`src/rtl/load_store_unit_if.sv`:
```
// Pipeline request and data-memory bus for the load/store unit.
// The slave modport is the unit itself; the master modport is its environment.
interface load_store_unit_if;
  logic        req_valid;
  logic        req_ready;
  logic        req_is_store;
  logic [31:0] base_addr;
  logic [31:0] offset_ext;
  logic [31:0] store_data;
  logic        mem_req;
  logic        mem_we;
  logic [31:0] mem_addr;
  logic [31:0] mem_wdata;
  logic        mem_ack;
  logic [31:0] mem_rdata;
  logic [31:0] load_data;
  logic        done;
  logic        align_err;
  logic        timeout_err;
  logic        stall;

  modport slave (
    input  req_valid, req_is_store, base_addr, offset_ext, store_data,
    input  mem_ack, mem_rdata,
    output req_ready, mem_req, mem_we, mem_addr, mem_wdata,
    output load_data, done, align_err, timeout_err, stall
  );

  modport master (
    output req_valid, req_is_store, base_addr, offset_ext, store_data,
    output mem_ack, mem_rdata,
    input  req_ready, mem_req, mem_we, mem_addr, mem_wdata,
    input  load_data, done, align_err, timeout_err, stall
  );
endinterface

```
`src/rtl/load_store_unit.sv`:
```
// Memory-stage load/store unit: effective address, alignment check and a
// req/ack handshake to data memory with an optional ack timeout.
module load_store_unit #(
  parameter int unsigned TIMEOUT_CYCLES = 16
) (
  input  logic              clk,
  input  logic              rst,
  load_store_unit_if.slave  bus
);

  localparam int unsigned CNT_W    = (TIMEOUT_CYCLES > 2) ? $clog2(TIMEOUT_CYCLES) : 1;
  localparam int unsigned CNT_LAST = (TIMEOUT_CYCLES == 0) ? 0 : TIMEOUT_CYCLES - 1;

  typedef enum logic [1:0] {IDLE, ACCESS, DONE, ERR} state_e;

  state_e            state_q, state_d;
  logic [CNT_W-1:0]  cnt_q, cnt_d;
  logic              mem_req_q, mem_req_d;
  logic              mem_we_q, mem_we_d;
  logic [31:0]       mem_addr_q, mem_addr_d;
  logic [31:0]       mem_wdata_q, mem_wdata_d;
  logic [31:0]       load_data_q, load_data_d;
  logic              done_q, done_d;
  logic              align_err_q, align_err_d;
  logic              timeout_err_q, timeout_err_d;
  logic              req_ready_q, req_ready_d;
  logic              stall_q, stall_d;
  logic [31:0]       eff_addr;

  // Next state and registered outputs; carry out of the address add is dropped.
  always_comb begin
    state_d       = state_q;
    cnt_d         = cnt_q;
    mem_req_d     = mem_req_q;
    mem_we_d      = mem_we_q;
    mem_addr_d    = mem_addr_q;
    mem_wdata_d   = mem_wdata_q;
    load_data_d   = load_data_q;
    done_d        = 1'b0;
    align_err_d   = 1'b0;
    timeout_err_d = 1'b0;
    eff_addr      = bus.base_addr + bus.offset_ext;

    case (state_q)
      IDLE: begin
        if (bus.req_valid) begin
          if (eff_addr[1:0] != 2'b00) begin
            state_d     = ERR;
            align_err_d = 1'b1;
          end else begin
            state_d     = ACCESS;
            cnt_d       = '0;
            mem_req_d   = 1'b1;
            mem_we_d    = bus.req_is_store;
            mem_addr_d  = eff_addr;
            mem_wdata_d = bus.req_is_store ? bus.store_data : 32'h0;
          end
        end
      end
      ACCESS: begin
        if (bus.mem_ack) begin
          state_d     = DONE;
          done_d      = 1'b1;
          mem_req_d   = 1'b0;
          mem_we_d    = 1'b0;
          mem_wdata_d = 32'h0;
          if (!mem_we_q) load_data_d = bus.mem_rdata;
        end else if ((TIMEOUT_CYCLES != 0) && (cnt_q == CNT_W'(CNT_LAST))) begin
          state_d       = ERR;
          timeout_err_d = 1'b1;
          mem_req_d     = 1'b0;
          mem_we_d      = 1'b0;
          mem_wdata_d   = 32'h0;
        end else begin
          cnt_d = cnt_q + CNT_W'(1);
        end
      end
      DONE:    state_d = IDLE;
      ERR:     state_d = IDLE;
      default: state_d = IDLE;
    endcase

    req_ready_d = (state_d == IDLE);
    stall_d     = (state_d != IDLE);
  end

  // State and output registers; reset drops mem_req without waiting for an edge.
  always_ff @(posedge clk or posedge rst) begin
    if (rst) begin
      state_q       <= IDLE;
      cnt_q         <= '0;
      mem_req_q     <= 1'b0;
      mem_we_q      <= 1'b0;
      mem_addr_q    <= 32'h0;
      mem_wdata_q   <= 32'h0;
      load_data_q   <= 32'h0;
      done_q        <= 1'b0;
      align_err_q   <= 1'b0;
      timeout_err_q <= 1'b0;
      req_ready_q   <= 1'b1;
      stall_q       <= 1'b0;
    end else begin
      state_q       <= state_d;
      cnt_q         <= cnt_d;
      mem_req_q     <= mem_req_d;
      mem_we_q      <= mem_we_d;
      mem_addr_q    <= mem_addr_d;
      mem_wdata_q   <= mem_wdata_d;
      load_data_q   <= load_data_d;
      done_q        <= done_d;
      align_err_q   <= align_err_d;
      timeout_err_q <= timeout_err_d;
      req_ready_q   <= req_ready_d;
      stall_q       <= stall_d;
    end
  end

  assign bus.req_ready   = req_ready_q;
  assign bus.stall       = stall_q;
  assign bus.mem_req     = mem_req_q;
  assign bus.mem_we      = mem_we_q;
  assign bus.mem_addr    = mem_addr_q;
  assign bus.mem_wdata   = mem_wdata_q;
  assign bus.load_data   = load_data_q;
  assign bus.done        = done_q;
  assign bus.align_err   = align_err_q;
  assign bus.timeout_err = timeout_err_q;

endmodule

```
`src/flat_wrapper.sv`:
```
// flat-port wrapper written by rule: the top's interface ports become plain ports
module load_store_unit_flat 
#(
  parameter int unsigned TIMEOUT_CYCLES = 16
)
  (clk, rst, bus_req_valid, bus_req_is_store, bus_base_addr, bus_offset_ext, bus_store_data, bus_mem_ack, bus_mem_rdata, bus_req_ready, bus_mem_req, bus_mem_we, bus_mem_addr, bus_mem_wdata, bus_load_data, bus_done, bus_align_err, bus_timeout_err, bus_stall);
  load_store_unit_if bus_i ();
  input  logic clk;
  input  logic rst;
  input wire logic [$bits(bus_i.req_valid)-1:0] bus_req_valid;
  input wire logic [$bits(bus_i.req_is_store)-1:0] bus_req_is_store;
  input wire logic [$bits(bus_i.base_addr)-1:0] bus_base_addr;
  input wire logic [$bits(bus_i.offset_ext)-1:0] bus_offset_ext;
  input wire logic [$bits(bus_i.store_data)-1:0] bus_store_data;
  input wire logic [$bits(bus_i.mem_ack)-1:0] bus_mem_ack;
  input wire logic [$bits(bus_i.mem_rdata)-1:0] bus_mem_rdata;
  output wire logic [$bits(bus_i.req_ready)-1:0] bus_req_ready;
  output wire logic [$bits(bus_i.mem_req)-1:0] bus_mem_req;
  output wire logic [$bits(bus_i.mem_we)-1:0] bus_mem_we;
  output wire logic [$bits(bus_i.mem_addr)-1:0] bus_mem_addr;
  output wire logic [$bits(bus_i.mem_wdata)-1:0] bus_mem_wdata;
  output wire logic [$bits(bus_i.load_data)-1:0] bus_load_data;
  output wire logic [$bits(bus_i.done)-1:0] bus_done;
  output wire logic [$bits(bus_i.align_err)-1:0] bus_align_err;
  output wire logic [$bits(bus_i.timeout_err)-1:0] bus_timeout_err;
  output wire logic [$bits(bus_i.stall)-1:0] bus_stall;
  assign bus_i.req_valid = bus_req_valid;
  assign bus_i.req_is_store = bus_req_is_store;
  assign bus_i.base_addr = bus_base_addr;
  assign bus_i.offset_ext = bus_offset_ext;
  assign bus_i.store_data = bus_store_data;
  assign bus_i.mem_ack = bus_mem_ack;
  assign bus_i.mem_rdata = bus_mem_rdata;
  assign bus_req_ready = bus_i.req_ready;
  assign bus_mem_req = bus_i.mem_req;
  assign bus_mem_we = bus_i.mem_we;
  assign bus_mem_addr = bus_i.mem_addr;
  assign bus_mem_wdata = bus_i.mem_wdata;
  assign bus_load_data = bus_i.load_data;
  assign bus_done = bus_i.done;
  assign bus_align_err = bus_i.align_err;
  assign bus_timeout_err = bus_i.timeout_err;
  assign bus_stall = bus_i.stall;
  load_store_unit #(.TIMEOUT_CYCLES(TIMEOUT_CYCLES)) u_core (.clk(clk), .rst(rst), .bus(bus_i));
endmodule
```
`config.mk`:
```
export PLATFORM = sky130hd
export DESIGN_NAME = load_store_unit_flat
export DESIGN_NICKNAME = d
export VERILOG_FILES = /design/src/rtl/load_store_unit_if.sv /design/src/rtl/load_store_unit.sv /design/src/flat_wrapper.sv
export SDC_FILE = /design/constraint.sdc
export NUM_CORES = 1
export LEC_CHECK = 0
export CAP_MARGIN = 20
export CORE_ASPECT_RATIO = 0.7
export CORE_UTILIZATION = 43
export CTS_CLUSTER_SIZE = 16
export DETAILED_ROUTE_END_ITERATION = 12
export PLACE_DENSITY_LB_ADDON = 0.15
export SLEW_MARGIN = 20
export SYNTH_ARGS = -nofsm -noshare
export SYNTH_HDL_FRONTEND = slang
export SYNTH_SLANG_ARGS = --single-unit
```
`constraint.sdc`:
```
create_clock -name clk -period 4.3 [get_ports clk]
set_input_delay 0.43 -clock clk [delete_from_list [all_inputs] [get_ports clk]]
set_output_delay 0.43 -clock clk [all_outputs]
set_load 0.03 [all_outputs]
```
==> results.cfg <==
[synth]
synth_top_cell_by_area = dfrtp_1
synth_edf_count = 0
syn_inst = 523
ys_seq_area_frac = 0.480
dominantRegCellSynth = dfrtp_1
yosys_register_bits = 109
synth_top_area_share = 0.476
syn_avg_cell_area_um2 = 10.9
netlist_area_um2 = 5680
synth_cell_types = 59
synthArstFlopShare = 1.00
yosys_warnings = 0
ys_top_cells_by_area = dfrtp_1 48%, ha_1 7.0%, mux2_2 5.5%, a22o_1 4.9%, nand2_1 3.4%
syn_nets = 689

[grt]
gr-usage-all-layers = 0.221
grt_antenna_before_repair = 0
grt_max_degree = 92
first_global_vias = 4760
overflow = 0
grt_pass1_wl_um = 24100

[clock_tree]
cts-root-buf = clkbuf_16
cts_buffer_depth = 2
cts_buffers = 9
clk_latency_ns = 0.34
cts_tree = done
cts-hold-fix-buffers = 0
cts_setup_buffers = 0
cts_htree_levels = 3
cts_repair_resize_count = 0
path_clk_slew_ns = 0.08
cts_sinks = 109

[timing]
slew_headroom = 0.471
finalWorstSetupSlack_ns = 1.18
hold_ws_ns = 0.477
worst_pin_slew_ns = 0.793
period_minus_slack_ns = 3.12
fin_setup_tns_ns = 0
rsz0062_at_grt = no
fin_crit_sh = 0.726
setup_viol = 0
hold_viol_final = 0
skew_ns = 0.0110
max_freq_ghz = 0.320
drv_slew = 0

[worst_hold_path]
hold_path_class = reg -> reg
hold_start = u_core.bus.mem_addr[12]
min_delay_path_depth = 2
hold-path-endpoint = u_core.bus.mem_addr[12]

[placed_design]
gp_congestion = 0.919
dp_cells = 898
hpwl_um = 11700
placed_cell_area_um2 = 8180
portBuffers = 235
pre_cts_ws_ns = 0.874

[floorplan]
initial_core_util = 0.450
die_h_um = 98.2
die_w_um = 139
fp.dieArea_um2 = 13700
num_rows = 34
core_um2 = 12600
io_pins = 236

[drt]
ant_nets = 0
drc = 0
drtPass1Iterations = 5
avgRoutedWirePerCell_um = 16.5
routed_wl_um = 15100
via_count = 4898
vias_per_cell = 5.36
drt_iter0_drc = 239

[critical_path]
r2r_slack_ns = 2.33
worstPathRequired_ns = 4.58
startpoint_type = primary input
crit_fanout = 3
reg2reg_from = u_core.cnt_q[0]
rr_worst_depth = 8
cp-end-kind = flip-flop
cp.arrival_ns = 3.40
worstSetupPathType = in -> reg
regToRegEndpoint = u_core.cnt_q[3]

[power]
finalPower_mw = 5.18
power_density_nw_per_um2 = 610
cellLeakagePower_nw = 3.64
ir_worst_vdd_mv = 0.275

[layout]
drive_gt1_frac = 0.0997
nets = 913
layout_common_cells = 235 x clkdlybuf4s50_1, 108 x dfrtp_1, 51 x nand2_1
final_common_cell = clkdlybuf4s50_1
seq_area_um2 = 2730
nFillCells = 979
antennaDiodeCount = 0
syn_to_final_growth_pct = 49.3
instances_no_fill = 914
final_area_um2 = 8480
multiInputGateArea_um2 = 2810
final_util = 0.671

[outcome]
status = complete, no violations

[run]
cap_violations = 0
[metal layers]
layer  track usage  wire length [um]  vias up
met4        0.0470               142        0
met2         0.357              7030      214
met1         0.304              6780     2316
met5             0                 0        -
li1              -                 -     2354
met3        0.0505              1150       14
[worst max-delay path, stage by stage]
cell             delay [ns]
clkdlybuf4s50_1        0.40
ha_1                   0.26
fa_1                   0.44
a21o_2                 0.27
a31oi_2                0.27
o31ai_4                0.13
a21o_4                 0.24
a41oi_2                0.30
o31ai_1                0.15
or4_1                  0.40
nand3_1                0.10
[worst max-delay path by stage]
stage	slack (ns)	endpoint	depth (start not counted)	from
CTS	1.23	u_core.bus.mem_addr[30]	11	bus_offset_ext[0]
floorplan	1.0	u_core.bus.align_err	1	rst
detailed placement	0.87	u_core.bus.mem_addr[30]	11	bus_offset_ext[0]
finish	1.18	u_core.bus.mem_addr[30]	11	bus_offset_ext[0]
global placement	0.96	u_core.bus.mem_addr[28]	11	bus_offset_ext[0]
global route	1.11	u_core.bus.mem_addr[30]	11	bus_offset_ext[0]
[final cells by class]
type                    count  share of cell area
clock inverters             7             0.00914
flip-flops and latches    109               0.322
well taps                 162              0.0239
clock buffers               9              0.0265
multi-input cells         376               0.331
inverters                  10             0.00501
repair buffers            241               0.283
[power breakdown]
| group | total [mW] | internal [mW] | switching [mW] |
|---|---|---|---|
| logic | 2.68 | 1.19 | 1.49 |
| clock network | 0.823 | 0.414 | 0.409 |
| registers | 1.68 | 1.44 | 0.235 |
[Yosys cell counts, types with 14 or more instances]
master      n
dfrtp_1   108
nand2_1    51
o21ai_0    34
a22o_1     32
ha_1       32
a21oi_1    30
mux2_2     28
nor2_1     22
clkbuf_1   21
nand3_1    14
xnor2_1    14
xor2_1     14
[sequential cells by signal, indices dropped and copies added, names as in the netlist]
name	count
u_core.cnt_q	4
u_core.bus.load_data	32
u_core.bus.req_ready	1
u_core.bus.align_err	1
u_core.bus.done	1
u_core.bus.mem_req	1
u_core.bus.mem_wdata	32
u_core.bus.mem_addr	32
u_core.state_q	2
u_core.bus.mem_we	1
u_core.bus.stall	1
u_core.bus.timeout_err	1
[logic make-up (layout without fill, tap and decap cells)]
logic type | count (synthesis) | after routing | share of synthesized area
mux | 34 | 34 | 0.0674
buf+inv | 38 | 267 | 0.0273
flops | 109 | 109 | 0.480
compound gates | 161 | 161 | 0.212
xor+xnor | 28 | 28 | 0.0432
fa+ha+maj | 33 | 33 | 0.0740
simple gates | 120 | 120 | 0.0964
No activity file was read; power rests on OpenSTA's default activity.
